### config.mk
export PLATFORM = sky130hd
export DESIGN_NAME = sfifo_ext
export DESIGN_NICKNAME = d
export VERILOG_FILES = /design/src/rtl/sfifo_pkg.sv /design/src/rtl/sfifo_fwft_stage.sv /design/src/rtl/simple_dpram_logic.sv /design/src/rtl/sfifo_ext.sv
export SDC_FILE = /design/constraint.sdc
export NUM_CORES = 1
export LEC_CHECK = 0
export CAP_MARGIN = 10
export CORE_MARGIN = 2
export CORE_UTILIZATION = 63
export CTS_CLUSTER_DIAMETER = 50
export DETAILED_ROUTE_END_ITERATION = 10
export DONT_BUFFER_PORTS = 1
export PLACE_DENSITY_LB_ADDON = 0.15
export SYNTH_ARGS = -nofsm -noshare
export SYNTH_HDL_FRONTEND = slang
export SYNTH_SLANG_ARGS = --single-unit
### constraint.sdc
create_clock -name clk -period 3.2 [get_ports clk]
set_input_delay 0.64 -clock clk [delete_from_list [all_inputs] [get_ports clk]]
set_output_delay 0.64 -clock clk [all_outputs]
set_load 0.02 [all_outputs]
### src/rtl/sfifo_pkg.sv
// Shared constants, pointer type and helpers for the sfifo_ext family.
package sfifo_pkg;

  localparam string FwftTrue  = "true";
  localparam string FwftFalse = "false";

  // Widest legal pointer; instances narrow it to ADDR_WIDTH+1 bits.
  localparam int unsigned MaxAddrWidth = 16;
  typedef logic [MaxAddrWidth:0] ptr_t;

  function automatic ptr_t ptr_cnt(input ptr_t wr_ptr, input ptr_t rd_ptr,
                                   input int unsigned addr_width);
    ptr_t mask;
    mask = ptr_t'((1 << (addr_width + 1)) - 1);
    return (wr_ptr - rd_ptr) & mask;
  endfunction

endpackage

### src/rtl/sfifo_fwft_stage.sv
// Show-ahead output register: holds the head word and refills from RAM or,
// when RAM is empty, directly from the write port.
module sfifo_fwft_stage #(
  parameter int unsigned WIDTH = 8
) (
  input  logic             clk,
  input  logic             rst_n,
  input  logic             i_clr,
  input  logic             i_wr_acc,
  input  logic [WIDTH-1:0] i_wdat,
  input  logic             i_pop,
  input  logic             i_mem_empty,
  input  logic [WIDTH-1:0] i_mem_rdat,
  output logic             o_mem_wen,
  output logic             o_mem_ren,
  output logic             o_vld,
  output logic [WIDTH-1:0] o_dat
);

  logic             r_vld;
  logic [WIDTH-1:0] r_dat;
  logic             w_need;
  logic             w_bypass;

  assign w_need    = ~r_vld | i_pop;
  // Writing straight into an empty stage keeps write-to-visible latency at one cycle.
  assign w_bypass  = w_need & i_mem_empty & i_wr_acc;
  assign o_mem_wen = i_wr_acc & ~w_bypass;
  assign o_mem_ren = w_need & ~i_mem_empty;
  assign o_vld     = r_vld;
  assign o_dat     = r_dat;

  always_ff @(posedge clk or negedge rst_n) begin
    if (!rst_n) begin
      r_vld <= 1'b0;
      r_dat <= '0;
    end else if (i_clr) begin
      r_vld <= 1'b0;
    end else if (o_mem_ren) begin
      r_vld <= 1'b1;
      r_dat <= i_mem_rdat;
    end else if (w_bypass) begin
      r_vld <= 1'b1;
      r_dat <= i_wdat;
    end else if (i_pop) begin
      r_vld <= 1'b0;
    end
  end

endmodule

### src/rtl/simple_dpram_logic.sv
// Simple dual-port RAM: one write port, one read port, optional output register.
module simple_dpram_logic #(
  parameter int unsigned ADDR_WIDTH = 4,
  parameter int unsigned DATA_WIDTH = 8,
  parameter string       DOUT_REG   = "false"
) (
  input  logic                  clk,
  input  logic                  rst_n,
  input  logic                  i_wen,
  input  logic [ADDR_WIDTH-1:0] i_waddr,
  input  logic [DATA_WIDTH-1:0] i_wdat,
  input  logic                  i_ren,
  input  logic [ADDR_WIDTH-1:0] i_raddr,
  output logic [DATA_WIDTH-1:0] o_rdat
);

  logic [DATA_WIDTH-1:0] r_mem [0:(2**ADDR_WIDTH)-1];

  always_ff @(posedge clk) begin
    if (i_wen) r_mem[i_waddr] <= i_wdat;
  end

  if (DOUT_REG == "true") begin : g_reg
    always_ff @(posedge clk or negedge rst_n) begin
      if (!rst_n)     o_rdat <= '0;
      else if (i_ren) o_rdat <= r_mem[i_raddr];
    end
  end else begin : g_comb
    logic w_unused;
    assign w_unused = ^{rst_n, i_ren};
    assign o_rdat   = r_mem[i_raddr];
  end

endmodule

### src/rtl/sfifo_ext.sv
// Synchronous FIFO with optional FWFT read, occupancy count, thresholds,
// sticky overflow/underflow flags and synchronous flush.
module sfifo_ext import sfifo_pkg::*; #(
  parameter int unsigned ADDR_WIDTH = 4,
  parameter int unsigned WIDTH      = 8,
  parameter string       FWFT       = FwftFalse
) (
  input  logic                  clk,
  input  logic                  rst_n,
  input  logic                  fifo_clr,
  input  logic                  fifo_wen,
  input  logic [WIDTH-1:0]      fifo_wdat,
  input  logic                  fifo_ren,
  output logic [WIDTH-1:0]      fifo_rdat,
  output logic                  fifo_rvld,
  output logic                  fifo_empty,
  output logic                  fifo_full,
  input  logic [ADDR_WIDTH:0]   afull_th,
  input  logic [ADDR_WIDTH:0]   aempty_th,
  output logic                  fifo_afull,
  output logic                  fifo_aempty,
  output logic [ADDR_WIDTH:0]   fifo_cnt,
  output logic                  fifo_ovf,
  output logic                  fifo_udf
);

  localparam int unsigned         Depth  = 2 ** ADDR_WIDTH;
  localparam logic [ADDR_WIDTH:0] CntMax = (ADDR_WIDTH + 1)'(Depth);

  typedef logic [ADDR_WIDTH:0] fifo_ptr_t;

  fifo_ptr_t           r_wr_ptr, r_rd_ptr;
  logic [ADDR_WIDTH:0] r_cnt;
  logic                r_ovf, r_udf;
  logic                w_full, w_empty, w_mem_empty;
  logic                w_wr_acc, w_rd_acc;
  logic                w_mem_wen, w_mem_ren;
  logic [WIDTH-1:0]    w_mem_rdat;

  assign w_mem_empty = (r_wr_ptr == r_rd_ptr);
  // Flush wins over any request in the same cycle.
  assign w_wr_acc    = fifo_wen & ~w_full & ~fifo_clr;
  assign w_rd_acc    = fifo_ren & ~w_empty & ~fifo_clr;

  simple_dpram_logic #(
    .ADDR_WIDTH (ADDR_WIDTH),
    .DATA_WIDTH (WIDTH),
    .DOUT_REG   ("false")
  ) u_mem (
    .clk     (clk),
    .rst_n   (rst_n),
    .i_wen   (w_mem_wen),
    .i_waddr (r_wr_ptr[ADDR_WIDTH-1:0]),
    .i_wdat  (fifo_wdat),
    .i_ren   (w_mem_ren),
    .i_raddr (r_rd_ptr[ADDR_WIDTH-1:0]),
    .o_rdat  (w_mem_rdat)
  );

  if (FWFT == FwftTrue) begin : g_fwft
    logic             w_stage_vld;
    logic [WIDTH-1:0] w_stage_dat;

    sfifo_fwft_stage #(
      .WIDTH (WIDTH)
    ) u_stage (
      .clk         (clk),
      .rst_n       (rst_n),
      .i_clr       (fifo_clr),
      .i_wr_acc    (w_wr_acc),
      .i_wdat      (fifo_wdat),
      .i_pop       (w_rd_acc),
      .i_mem_empty (w_mem_empty),
      .i_mem_rdat  (w_mem_rdat),
      .o_mem_wen   (w_mem_wen),
      .o_mem_ren   (w_mem_ren),
      .o_vld       (w_stage_vld),
      .o_dat       (w_stage_dat)
    );

    // The stage word counts toward capacity, so full comes from the count.
    assign w_full    = (r_cnt == CntMax);
    assign w_empty   = ~w_stage_vld;
    assign fifo_rvld = w_stage_vld;
    assign fifo_rdat = w_stage_dat;
  end else begin : g_std
    logic [WIDTH-1:0] r_rdat;
    logic             r_rvld;

    assign w_full    = (r_wr_ptr[ADDR_WIDTH] != r_rd_ptr[ADDR_WIDTH]) &&
                       (r_wr_ptr[ADDR_WIDTH-1:0] == r_rd_ptr[ADDR_WIDTH-1:0]);
    assign w_empty   = w_mem_empty;
    assign w_mem_wen = w_wr_acc;
    assign w_mem_ren = w_rd_acc;
    assign fifo_rvld = r_rvld;
    assign fifo_rdat = r_rdat;

    always_ff @(posedge clk or negedge rst_n) begin
      if (!rst_n) begin
        r_rdat <= '0;
        r_rvld <= 1'b0;
      end else begin
        r_rvld <= w_rd_acc;
        if (w_rd_acc) r_rdat <= w_mem_rdat;
      end
    end
  end

  always_ff @(posedge clk or negedge rst_n) begin
    if (!rst_n) begin
      r_wr_ptr <= '0;
      r_rd_ptr <= '0;
      r_cnt    <= '0;
      r_ovf    <= 1'b0;
      r_udf    <= 1'b0;
    end else if (fifo_clr) begin
      r_wr_ptr <= '0;
      r_rd_ptr <= '0;
      r_cnt    <= '0;
      r_ovf    <= 1'b0;
      r_udf    <= 1'b0;
    end else begin
      if (w_mem_wen) r_wr_ptr <= r_wr_ptr + 1'b1;
      if (w_mem_ren) r_rd_ptr <= r_rd_ptr + 1'b1;
      case ({w_wr_acc, w_rd_acc})
        2'b10:   r_cnt <= r_cnt + 1'b1;
        2'b01:   r_cnt <= r_cnt - 1'b1;
        default: r_cnt <= r_cnt;
      endcase
      r_ovf <= r_ovf | (fifo_wen & w_full);
      r_udf <= r_udf | (fifo_ren & w_empty);
    end
  end

  assign fifo_empty  = w_empty;
  assign fifo_full   = w_full;
  assign fifo_cnt    = r_cnt;
  assign fifo_ovf    = r_ovf;
  assign fifo_udf    = r_udf;
  assign fifo_afull  = (r_cnt >= afull_th);
  assign fifo_aempty = (r_cnt <= aempty_th);

endmodule

Word level (Yosys, flattened, before mapping)
Memories as Yosys holds them, arrays and structs flattened. A register that Yosys moved wholly into a read port is not among the register bits.
Cells that the tools add are included.
W data, S select, Z words.
- reduce and logical (&&, ||, !) cells: 5
- multiplexer cells: 10
- equal/unequal tests: 5
- $lt $le $gt $ge: 2
- add/subtract/negate cells: 4
- bitwise logic cells: 11
- operators with widths (cell ; count):
    $mux W5 ; 5
    $add A5 B1 Y5 const B ; 3
    $pmux W5 S2 ; 1
    $and A1 B1 Y1 ; 6
    $eq A5 B5 Y1 ; 1
    $ge A5 B5 Y1 ; 1
    $le A5 B5 Y1 ; 1
    $sub A5 B1 Y5 const B ; 1
    $eq A4 B4 Y1 ; 1
    $mux W1 ; 4
    $reduce_bool A2 Y1 ; 2
    $not A1 Y1 ; 3
    $reduce_bool A3 Y1 ; 1
    $eq A2 B1 Y1 const B ; 1
    $eq A2 B2 Y1 const B ; 1
    $or A1 B1 Y1 ; 2
    $logic_and A1 B1 Y1 ; 1
    $logic_not A1 Y1 ; 1
    $ne A1 B1 Y1 ; 1
- register bits: 18
- memories: 1
- input port bits: 23
- bits in writable memories: 128
- logic and storage cells: 44
- output and inout bits: 20
- memories (name ; words ; bits a word ; read ports ; clocked after Yosys merged registers in ; write ports ; line ; source):
    u_mem.r_mem ; 16 ; 8 ; 1 ; 1 ; 1 ; simple_dpram_logic.sv:17 ; logic [DATA_WIDTH-1:0] r_mem [0:(2**ADDR_WIDTH)-1];

Depth between registers and ports, before layout
- depth in word-level cells: 8
- mapped depth: 13
- mapped depth without buffers: 11

Cells and area by module
Synthesis repeated with hierarchy kept, for this count alone.
- cells, all modules: 381
- area, all modules: 6696.4 µm²
- modules (own cells, without submodules) (module ; area an instance (µm²) ; seq. area each (µm²) ; cells an instance ; times used):
    simple_dpram_logic ; 4987.3 ; 3843.7 ; 221 ; 1
    sfifo_ext ; 1709.1 ; 650.6 ; 160 ; 1

Worst setup path after synthesis
No wires, ideal clock.
- kind: input -> register
- from: input port fifo_clr
- to: register r_cnt[4] (netlist: fifo_cnt[4])
- buffers on the path: 1
- arrival time: 2557 ps
- stages: 10
- path slack: 517 ps
- setup time: 126 ps
- data required time: 3074 ps
- cell sequence: buf_1 -> nand2b_1 -> a21oi_4 -> nand2_1 -> fa_1 -> nand2b_1 -> a21oi_1 -> xnor2_1 -> a211oi_1 -> a221o_1
- longest elaborated chain between the ends: 5
- elaborated cells on any way between the ends: 8
- those cells by class: 2 x eq/ne; 2 x mux; 3 x bitwise; 1 x reduce/logical
- ends and longest elaborated chain (what ; line ; source):
    start, declared ; sfifo_ext.sv:10 ; input logic fifo_clr,
    $not A1 Y1 * ; sfifo_ext.sv:43 ; assign w_rd_acc = fifo_ren & ~w_empty & ~fifo_clr;
    $and A1 B1 Y1 * ; sfifo_ext.sv:43 ;
    net u_mem.i_ren ; simple_dpram_logic.sv:12 ; input logic i_ren,
    $eq A2 B1 Y1 or $eq A2 B2 Y1 (tied branches) ; sfifo_ext.sv:125 ; case ({w_wr_acc, w_rd_acc})
    $pmux W5 S2 ; sfifo_ext.sv:125 ;
    $mux W5 ; sfifo_ext.sv:116 ; end else if (fifo_clr) begin
    end signal, assigned ; sfifo_ext.sv:126 ; 2'b10: r_cnt <= r_cnt + 1'b1;
    end signal, assigned ; sfifo_ext.sv:127 ; 2'b01: r_cnt <= r_cnt - 1'b1;
    end signal, assigned ; sfifo_ext.sv:128 ; default: r_cnt <= r_cnt;
    end, declared ; sfifo_ext.sv:33 ; logic [ADDR_WIDTH:0] r_cnt;
Mark *: on every way through the listed nets, which the timed path passes. The rest lies on a longest branch.
A chain may end at the register's enable or synchronous reset.

Worst setup path in the final report
- from: register r_cnt[1] (netlist: fifo_cnt[1])
- to: output port fifo_aempty
- longest elaborated chain between the ends: 1
- ends and longest elaborated chain (what ; line ; source):
    $le A5 B5 Y1 ; sfifo_ext.sv:141 ; assign fifo_aempty = (r_cnt <= aempty_th);
    end, declared ; sfifo_ext.sv:21 ; output logic fifo_aempty,
Every way passes these cells.

==> results.toml <==
[sta]
finClkSkew_ns = 0.00890
worst_pin_slew_ns = 0.835
fin_ws_ns = 0.111
min_period_ns = 3.09
period_share_pct = 96.5
grt_setup_unrepaired = "no"
slew_headroom_pct = 44.2
report.final.hold_viol_count = 0
setup_tns_ns = 0
final_max_slew_viol_count = 0
setup_violations = 0
max_freq_ghz = 0.324

[synthesis]
synth_area_leader_cell = "edfxtp_1"
ys_top_cells_by_count = "edfxtp_1, mux4_2, dfrtp_1"
synth_mux_area_share_pct = 13.3
synth_xor_area_share_pct = 2.65
netlist.area_leader.share_pct = 57.4
synth-seq-cells = 154
synth-main-ff-cell = "edfxtp_1"
synth-seq-area-share_pct = 67.1
synth_top_family_by_area = "multiplexers"
synth-edff-count = 128
synthesis.nets = 426
synth.avg_cell_area_um2 = 17.4
ys_warn_count = 0
synth_compound_area_share_pct = 4.95
syn-instance-count = 384
synthArstFlopShare_pct = 16.9
synth_area_mm2 = 0.00670
synthTopCellsByArea = "edfxtp_1, mux4_2, dfrtp_1, ha_1, a22oi_1"
synthDistinctLibCells = 45
synth_fa_ha_area_share_pct = 3.66
yosys.area_share.simple_pct = 5.72
yosysMostFrequentCell = "edfxtp_1"

[clock_tree]
path_clk_slew_ns = 0.06
clk_latency_ns = 0.54
clock-sinks = 154
h-tree-depth = 4
post_cts_resized = 0
cts_tree = "yes"
ctsRootBufferMaster = "clkbuf_8"
cts_made_buffers = 17
clockBufferDepth = 2
cts_setup_buffers = 0
cts-hold-fix-buffers = 2

[grt]
grtUsageTotal_pct = 25.2
grt_remaining_overflow = 0
grt_max_degree = 36
grt_pass1_wl_um = 20300
grt_pass1_vias = 3635
antenna_found_initial = 0

[layout]
fin_nets = 436
fillers = 602
layout-drive-gt1-share_pct = 25.3
diodes = 0
stdcell_count = 543
final-seq-area_mm2 = 0.00450
area_delta_synth_final_pct = 11.6
final_area_mm2 = 0.00747
multi_input_area_mm2 = 0.00205

[placement]
placed_area_mm2 = 0.00684
gp_congestion = 0.771
placed_cells = 509
hpwlAfterDp_um = 7860
numPortBuffers = 0
pre_cts_slack_ns = 0.470

[setup_path]
critPathArrivalTime_ns = 2.45
critPathSlowestCell = "dfrtp_1"
crit_top_cell = "o21a_1"
worstSetupPathType = "flop to output port"
reg2reg_to = "fifo_cnt[4]$_DFFE_PN0P_"
worst_setup_path_end_kind = "output port"
cp_top_family = "compound AO/OA/AOI/OAI gates"
max_stage_delay_ns = 0.56
reg2reg_depth = 11
worst-path-buf-inv = 0
worstPathCellList = "ha_1 -> nor2b_1 -> o21a_1 -> o21a_1 -> o21a_1 -> o22ai_1"
rrSetupSlack_ns = 0.40
worstPathMaxFanout = 6
start_kind = "flop"
critPathRequiredTime_ns = 2.56
reg2reg_from = "r_wr_ptr[2]$_DFFE_PN0P_"

[min_path]
hold-path-endpoint = "r_rd_ptr[2]$_DFFE_PN0P_"
hp-class = "input port to flop"
min_from = "fifo_clr"
hold_depth = 1

[die]
die-area_mm2 = 0.0115
design.portCount = 43
start_util_pct = 64.9
core_area_mm2 = 0.0103
die_x_um = 107
placementRows = 37
dieHeight_um = 107

[power]
p_leak_nw = 2.65
p_per_area_mw_per_mm2 = 709
peakVddDrop_mv = 0.410

[drt]
viasPerCell = 6.39
drt_iter0_drc = 264
detail_route.drc_violations = 0
first_pass_iters = 5
drt_wl_total_um = 13100
ant_nets = 0
wl_per_cell_um = 24.1
routed-via-count = 3469

[outcome]
status = "finished clean"

[job]
maxCapViolations = 0
==> how the worst max path moves through the flow <==
stage                                  from                       to  slack [ns]  depth (start not counted)
CTS                 fifo_cnt[1]$_DFFE_PN0P_              fifo_aempty         0.1                          6
detailed placement  r_wr_ptr[2]$_DFFE_PN0P_  fifo_cnt[4]$_DFFE_PN0P_        0.47                         11
finish              fifo_cnt[1]$_DFFE_PN0P_              fifo_aempty        0.11                          6
global placement    r_wr_ptr[2]$_DFFE_PN0P_  fifo_cnt[3]$_DFFE_PN0P_        0.58                         11
global route        fifo_cnt[0]$_DFFE_PN0P_               fifo_afull       0.003                          7
floorplan                          fifo_clr  fifo_cnt[4]$_DFFE_PN0P_        0.52                         10
==> cell families (layout without fill, tap and decap cells) <==
group / count (synthesis) / after routing
and+or+nand+nor: 71 / 71
DFF: 154 / 154
buffers and inverters: 34 / 57
adders and majority gates: 19 / 19
muxes: 46 / 46
xor gates and xnor gates: 16 / 16
AOI/OAI and AO/OA: 44 / 44
==> registers in the layout, summed over array words and instances, names as in the netlist <==
register and count:
fifo_udf 1, r_wr_ptr 5, fifo_ovf 1, fifo_cnt 5, u_mem.r_mem 128, r_rd_ptr 5, fifo_rvld 1, fifo_rdat 8
==> final cells by class <==
| type | instances | share of cell area (%) |
|---|---|---|
| clock buffer | 18 | 5.59 |
| clock inverter | 14 | 2.46 |
| inverter | 13 | 0.653 |
| multi-input combinational | 196 | 27.5 |
| sequential | 154 | 60.1 |
| tap | 136 | 2.28 |
| timing repair buffer | 12 | 1.41 |
==> worst register-to-register path, stage by stage, from the launching register on <==
cell and delay (ns):
dfrtp_1 0.72, xnor2_2 0.20, and4_4 0.29, a21oi_4 0.06, nand2_1 0.12, clkinv_1 0.15, ha_1 0.37, nand2b_1 0.09
a21oi_1 0.16, xnor2_1 0.16, a211oi_1 0.06, a221o_1 0.29
==> layout by cell type (no fill, tap or decap), types with 2 or more instances in the layout <==
master	synthesis	final
xor2_1	7	7
inv_8	0	3
and4_1	3	3
nand2b_1	3	3
inv_1	12	12
nand4_1	2	2
mux4_2	32	32
mux2_2	8	8
a21oi_1	7	7
ha_1	18	18
a21o_1	5	5
and3_1	9	9
inv_6	0	4
o21ai_0	3	3
nor2b_1	5	5
xnor2_1	4	4
clkinv_2	0	2
nand3_1	4	4
clkbuf_16	0	16
mux2_4	4	4
bufinv_16	0	3
nor4b_2	0	4
buf_4	2	10
mux2i_1	2	2
nand2_1	11	11
xnor2_2	5	5
nor2_1	25	25
a22oi_1	16	16
dfrtp_1	26	25
o21a_1	3	3
o211ai_1	3	3
clkinvlp_4	0	2
edfxtp_1	128	128
==> power by group <==
group          internal, mW  switching, mW  total [mW]
registers              2.27          0.185        2.46
logic                 0.413          0.398       0.810
clock network          1.21          0.820        2.03
total                  3.89           1.40        5.30
==> metrics by stage <==
step | hold slack (ns) | utilization [%] | power, mW
after global placement | 0.345 | 66.3 | 3.28
after global routing | 0.153 | 72.4 | 5.48
final | 0.162 | 72.4 | 5.30
after floorplan | 0.344 | - | 3.16
after detailed placement | 0.345 | 66.3 | 3.30
after CTS | 0.148 | 72.4 | 5.33
==> routing by layer <==
layer | track usage (%) | routed length [µm] | up-vias | share of wire (%)
met5 | 0 | 0 | - | 0
met4 | 9.37 | 215 | 0 | 1.6
met3 | 4.68 | 699 | 18 | 5.3
met2 | 41.5 | 6690 | 111 | 51
met1 | 34.0 | 5470 | 1812 | 42
li1 | - | - | 1528 | -
Note: power is estimated with default switching activity, not from simulation.
